### src/rtl/ram_port_arbiter.sv
// ram_port_arbiter: shares one RAM port between requester A (control unit
// fetch/LDR/STR) and requester B (program loader / debug port).
// Round-robin arbitration with a req/gnt/done handshake and one access in
// flight at a time. Every output is registered. The RAM strobe is held for
// RD_LAT cycles, and RAMdata is sampled on the edge that ends the access.
// Optional feature: define RAM_ARB_LOCK_EN to add lock_a/lock_b. These let
// the requester granted last keep the port for burst transfers.

module ram_port_arbiter #(
  parameter int RD_LAT = 1,
  parameter int AW     = 6,
  parameter int DW     = 14
) (
  input  logic          clk,
  input  logic          rst,
  input  logic          req_a,
  input  logic          we_a,
  input  logic [AW-1:0] addr_a,
  input  logic [DW-1:0] wdata_a,
  input  logic          req_b,
  input  logic          we_b,
  input  logic [AW-1:0] addr_b,
  input  logic [DW-1:0] wdata_b,
`ifdef RAM_ARB_LOCK_EN
  input  logic          lock_a,
  input  logic          lock_b,
`endif
  output logic          gnt_a,
  output logic          done_a,
  output logic [DW-1:0] rdata_a,
  output logic          gnt_b,
  output logic          done_b,
  output logic [DW-1:0] rdata_b,
  output logic          readRAM,
  output logic          writeRAM,
  output logic [AW-1:0] address,
  output logic [DW-1:0] ramWdata,
  input  logic [DW-1:0] RAMdata
);

  // RD_LAT is at most 7, so a 3-bit down-counter covers the whole range.
  localparam int CW = 3;
  localparam logic [CW-1:0] LAT_LOAD = CW'(RD_LAT);

  typedef enum logic [1:0] {
    IDLE   = 2'd0,
    ACCESS = 2'd1,
    DONE   = 2'd2
  } state_t;

  state_t        state, state_nxt;
  logic [CW-1:0] cnt, cnt_nxt;
  logic          last_b, last_b_nxt;   // 1 = B was granted last
  logic          cur_b, cur_b_nxt;     // requester owning the access in flight
  logic          cur_we, cur_we_nxt;   // access in flight is a write

  logic          gnt_a_nxt, gnt_b_nxt, done_a_nxt, done_b_nxt;
  logic [DW-1:0] rdata_a_nxt, rdata_b_nxt;
  logic          read_nxt, write_nxt;
  logic [AW-1:0] address_nxt;
  logic [DW-1:0] wdata_nxt;

  logic          sel_valid, sel_b;

  // Pick the winner. Round-robin favours whoever was not granted last; a held lock overrides it.
  always_comb begin
    sel_valid = req_a | req_b;
    if (req_a && req_b) begin
      sel_b = !last_b;
    end else begin
      sel_b = req_b;
    end
`ifdef RAM_ARB_LOCK_EN
    if (last_b && lock_b && req_b) begin
      sel_b = 1'b1;
    end else if (!last_b && lock_a && req_a) begin
      sel_b = 1'b0;
    end
`endif
  end

  // Next-state and next-output logic; the registered outputs hold unless a state says otherwise.
  always_comb begin
    state_nxt   = state;
    cnt_nxt     = cnt;
    last_b_nxt  = last_b;
    cur_b_nxt   = cur_b;
    cur_we_nxt  = cur_we;
    gnt_a_nxt   = 1'b0;
    gnt_b_nxt   = 1'b0;
    done_a_nxt  = 1'b0;
    done_b_nxt  = 1'b0;
    rdata_a_nxt = rdata_a;
    rdata_b_nxt = rdata_b;
    read_nxt    = readRAM;
    write_nxt   = writeRAM;
    address_nxt = address;
    wdata_nxt   = ramWdata;

    case (state)
      IDLE: begin
        read_nxt  = 1'b0;
        write_nxt = 1'b0;
        if (sel_valid) begin
          cur_b_nxt  = sel_b;
          last_b_nxt = sel_b;
          cnt_nxt    = LAT_LOAD;
          state_nxt  = ACCESS;
          if (sel_b) begin
            address_nxt = addr_b;
            wdata_nxt   = wdata_b;
            cur_we_nxt  = we_b;
            read_nxt    = !we_b;
            write_nxt   = we_b;
            gnt_b_nxt   = 1'b1;
          end else begin
            address_nxt = addr_a;
            wdata_nxt   = wdata_a;
            cur_we_nxt  = we_a;
            read_nxt    = !we_a;
            write_nxt   = we_a;
            gnt_a_nxt   = 1'b1;
          end
        end
      end

      ACCESS: begin
        if (cnt == CW'(1)) begin
          read_nxt  = 1'b0;
          write_nxt = 1'b0;
          state_nxt = DONE;
          if (cur_b) begin
            done_b_nxt = 1'b1;
            if (!cur_we) begin
              rdata_b_nxt = RAMdata;
            end
          end else begin
            done_a_nxt = 1'b1;
            if (!cur_we) begin
              rdata_a_nxt = RAMdata;
            end
          end
        end else begin
          cnt_nxt = cnt - CW'(1);
        end
      end

      DONE: begin
        read_nxt  = 1'b0;
        write_nxt = 1'b0;
        state_nxt = IDLE;
      end

      default: begin
        read_nxt  = 1'b0;
        write_nxt = 1'b0;
        state_nxt = IDLE;
      end
    endcase
  end

  // State, counter and all outputs register here; reset drops any access in flight without a done pulse.
  always_ff @(posedge clk or negedge rst) begin
    if (!rst) begin
      state    <= IDLE;
      cnt      <= '0;
      last_b   <= 1'b1;
      cur_b    <= 1'b0;
      cur_we   <= 1'b0;
      gnt_a    <= 1'b0;
      gnt_b    <= 1'b0;
      done_a   <= 1'b0;
      done_b   <= 1'b0;
      rdata_a  <= '0;
      rdata_b  <= '0;
      readRAM  <= 1'b0;
      writeRAM <= 1'b0;
      address  <= '0;
      ramWdata <= '0;
    end else begin
      state    <= state_nxt;
      cnt      <= cnt_nxt;
      last_b   <= last_b_nxt;
      cur_b    <= cur_b_nxt;
      cur_we   <= cur_we_nxt;
      gnt_a    <= gnt_a_nxt;
      gnt_b    <= gnt_b_nxt;
      done_a   <= done_a_nxt;
      done_b   <= done_b_nxt;
      rdata_a  <= rdata_a_nxt;
      rdata_b  <= rdata_b_nxt;
      readRAM  <= read_nxt;
      writeRAM <= write_nxt;
      address  <= address_nxt;
      ramWdata <= wdata_nxt;
    end
  end

endmodule

### config.mk
export PLATFORM = sky130hd
export DESIGN_NAME = ram_port_arbiter
export DESIGN_NICKNAME = d
export VERILOG_FILES = /design/src/rtl/ram_port_arbiter.sv
export SDC_FILE = /design/constraint.sdc
export NUM_CORES = 1
export LEC_CHECK = 0
export ABC_AREA = 1
export CAP_MARGIN = 40
export CELL_PAD_IN_SITES_DETAIL_PLACEMENT = 1
export CELL_PAD_IN_SITES_GLOBAL_PLACEMENT = 1
export CORE_MARGIN = 1.5
export CORE_UTILIZATION = 34
export CTS_BUF_LIST = sky130_fd_sc_hd__clkbuf_4
export DETAILED_ROUTE_END_ITERATION = 8
export MAX_ROUTING_LAYER = met4
export PLACE_DENSITY_LB_ADDON = 0.2
export SYNTH_ARGS = -nofsm -noshare
export SYNTH_HDL_FRONTEND = slang
export SYNTH_SLANG_ARGS = --single-unit
### constraint.sdc
create_clock -name clk -period 2.7 [get_ports clk]
set_clock_uncertainty 0.05 [all_clocks]
set_input_delay 0.27 -clock clk [delete_from_list [all_inputs] [get_ports clk]]
set_output_delay 0.27 -clock clk [all_outputs]
set_load 0.05 [all_outputs]
==> flow_metrics.env <==
export IMPL_drt_iter0_drc=39
export IMPL_cp_depth=1
export IMPL_cp_start_kind="flop"
export IMPL_status="completed"
export IMPL_grt_max_degree=39
export IMPL_cts_root_buf="clkbuf_4"
export IMPL_grt_pass1_wl_mm=12.9
export IMPL_relSlewSlack_pct=51.7
export IMPL_ys_seq_area_share_pct=53.7
export IMPL_port_buffers=113
export IMPL_grt_use_total_pct=19.2
export IMPL_antenna_left=0
export IMPL_dp_final_hpwl_mm=5.90
export IMPL_cts_buffers_inserted=9
export IMPL_num_io_pins=114
export IMPL_avgSynthCellArea_um2=8.19
export IMPL_cts_htree_levels=3
export IMPL_async_flop_share_pct=100
export IMPL_fin_nets=528
export IMPL_ys_top_cells_by_area="dfrtp_1, nand2_1, nand3_1"
export IMPL_synth_simple_area_share_pct=37.4
export IMPL_period_share_pct=70.9
export IMPL_min_period_ps=1910
export IMPL_path_clk_slew_ps=100
export IMPL_worst_pin_slew_ps=723
export IMPL_powerDensity_mw_per_mm2=1340
export IMPL_drt_total_wl_mm=7.95
export IMPL_first_pass_iters=6
export IMPL_synth_xor_xnor_area_share_pct=0
export IMPL_ir_drop_mv=0.612
export IMPL_start_util_pct=35.2
export IMPL_dpl_worst_slack_ps=500
export IMPL_r2r_cells=6
export IMPL_final_util_pct=51.0
export IMPL_vias=2694
export IMPL_ys_seq_elements=62
export IMPL_die_w_um=95.2
export IMPL_synthCells=353
export IMPL_p_leak_nw=2.11
export IMPL_synthFlopType="dfrtp_1"
export IMPL_row_count=33
export IMPL_synth_compound_area_share_pct=0.173
export IMPL_num_antenna_cells=0
export IMPL_crit_path_max_fanout=2
export IMPL_finalHoldViolCount=0
export IMPL_drc_errors=0
export IMPL_critPathRequiredTime_ps=2380
export IMPL_clk_latency_ps=390
export IMPL_cp_top_family="buffers and inverters"
export IMPL_cp_arrival_ps=1590
export IMPL_crit_chain="clkdlybuf4s50_1"
export IMPL_cts_sinks=62
export IMPL_fin_ws_ps=786
export IMPL_drive_gt1_share_pct=6.82
export IMPL_yosys_area_top_type="dfrtp_1"
export IMPL_die_h_um=95.2
export IMPL_crit_path_end="rdata_a[0]"
export IMPL_critical_path_class="flop to primary output"
export IMPL_synth_distinct_cells=23
export IMPL_wl_per_cell_um=13.8
export IMPL_synth_top_family_by_area="simple AND/OR/NAND/NOR gates"
export IMPL_finalWeightedCongestion=0.789
export IMPL_coreArea_mm2=0.00822
export IMPL_first_global_vias=2683
export IMPL_synth_top_cell_area_share_pct=52.8
export IMPL_max_cap_violations=0
export IMPL_slew_viol_final=0
export IMPL_vias_per_cell=4.69
export IMPL_worstSetupEndpointType="primary output"
export IMPL_gr_total_overflow=0
export IMPL_regArea_mm2=0.00155
export IMPL_tns_ps=0
export IMPL_multi_input_area_mm2=0.00111
export IMPL_worstSetupStartpoint="rdata_a[0]"
export IMPL_area_growth_pct=44.8
export IMPL_critPathSlowestCell="clkdlybuf4s50_1"
export IMPL_crit_path_max_incr_delay_ps=820
export IMPL_rsz0062_at_grt="false"
export IMPL_tritoncts="done"
export IMPL_fmax_mhz=522
export IMPL_muxShareOfSynthArea_pct=0
export IMPL_worst_path_buf_inv=1
export IMPL_report_final_setup_viol=0
export IMPL_reg2reg_slack_ps=1070
export IMPL_yosys_warnings=0
export IMPL_synth_fa_ha_area_share_pct=0.866
export IMPL_hp_class="input pin to async pin"
export IMPL_die_area_mm2=0.00906
export IMPL_synth_nets=415
export IMPL_fillCellCount=1007
export IMPL_clockBufferDepth=2
export IMPL_antenna_found_initial=0
export IMPL_netlist_area_mm2=0.00289
export IMPL_r2r_start="last_b"
export IMPL_synth_edf_count=0
export IMPL_r2r_end="cur_we"
==> where the power goes <==
group	total (W)	internal (W)	switching (W)
clock	0.000504	0.000195	0.000309
sequential	0.00166	0.00138	0.000275
combinational	0.00346	0.00108	0.00237
total	0.00562	0.00266	0.00296
==> worst min path at each step <==
stage                     startpoint          to  slack (ps)
after floorplan                  rst  address[0]         -80
after global placement           rst  rdata_b[1]         260
after detailed placement         rst  rdata_b[1]         260
after CTS                        rst  rdata_b[1]         360
after global routing             rst  rdata_b[1]         390
final                            rst  rdata_b[1]         360
==> registers in the layout (all words and copies together), names as in the netlist, 2 cells and up <==
| signal | cells |
|---|---|
| address | 6 |
| cnt | 3 |
| ramWdata | 14 |
| state | 2 |
| rdata_b | 14 |
| rdata_a | 14 |
==> cells by family after synthesis <==
| group | Yosys count |
|---|---|
| DFF | 62 |
| buffers and inverters | 47 |
| adders and majority gates | 2 |
| and+or+nand+nor | 241 |
| AOI/OAI and AO/OA | 1 |
==> repair_timing <==
item | CTS | global route
hold buffers | 1 | 0
setup endpoints to repair | 0 | 0
endpoints found under the hold margin | 23 | 0
gates resized for setup | 0 | 0
buffers inserted | 0 | 0
==> metrics by stage <==
| step | hold slack, ps | std cells | cell area [um2] | power [W] |
|---|---|---|---|---|
| 6_report | 357 | 574 | 4190 | 0.00562 |
| 2_1_floorplan | -75.6 | 353 | 2890 | 0.00399 |
| 5_1_grt | 386 | 574 | 4190 | 0.00599 |
| 4_1_cts | 358 | 574 | 4190 | 0.00569 |
| 3_3_place_gp | 261 | 559 | 4080 | 0.00509 |
| 3_5_place_dp | 264 | 559 | 4080 | 0.00517 |
==> cells in the final DEF, fill, tap and decap left out <==
cell               n
buf_12             1
clkinv_2           2
nor2_2             1
clkbuf_4          11
dlygate4sd3_1      1
nand3_2            1
nand3_1           40
inv_1             26
clkdlybuf4s50_1  112
nand2_4            1
a21oi_1            1
nor3_1             1
nor2_1             8
ha_1               2
nand3b_1          18
inv_2              3
nor2_8             1
dfstp_2            1
buf_4              3
dfrtp_1           61
clkinv_1           3
buf_2              1
nor2_4             2
nand2_2            4
nand2_1          164
==> synthesized netlist by cell type (2+ instances only) <==
library cell	n
buf_2	7
nand2_2	4
buf_6	4
nand2_1	164
nor2_1	8
nand3_1	40
buf_4	3
nor2_4	2
inv_2	3
clkinv_1	2
nand3b_1	18
ha_1	2
inv_1	26
dfrtp_1	61
==> metal layers <==
| metal | wire [um] | vias to the layer above | GRT usage, % | share of wire [%] |
|---|---|---|---|---|
| met1 | 3640 | 1289 | 24.6 | 46 |
| met4 | 65 | 0 | 7.09 | 0.82 |
| li1 | - | 1312 | - | - |
| met3 | 500 | 7 | 4.55 | 6.3 |
| met5 | 0 | - | - | 0 |
| met2 | 3740 | 86 | 29.6 | 47 |
==> layout make-up <==
cell class              instances  area share (%)
inverters                      31            2.78
clock buffers                  11            1.97
repair buffers                118            28.2
well taps                     105            3.14
clock inverters                 3           0.329
flip-flops and latches         62            37.1
multi-input cells             244            26.5
No activity file was read; power rests on OpenSTA's default activity.
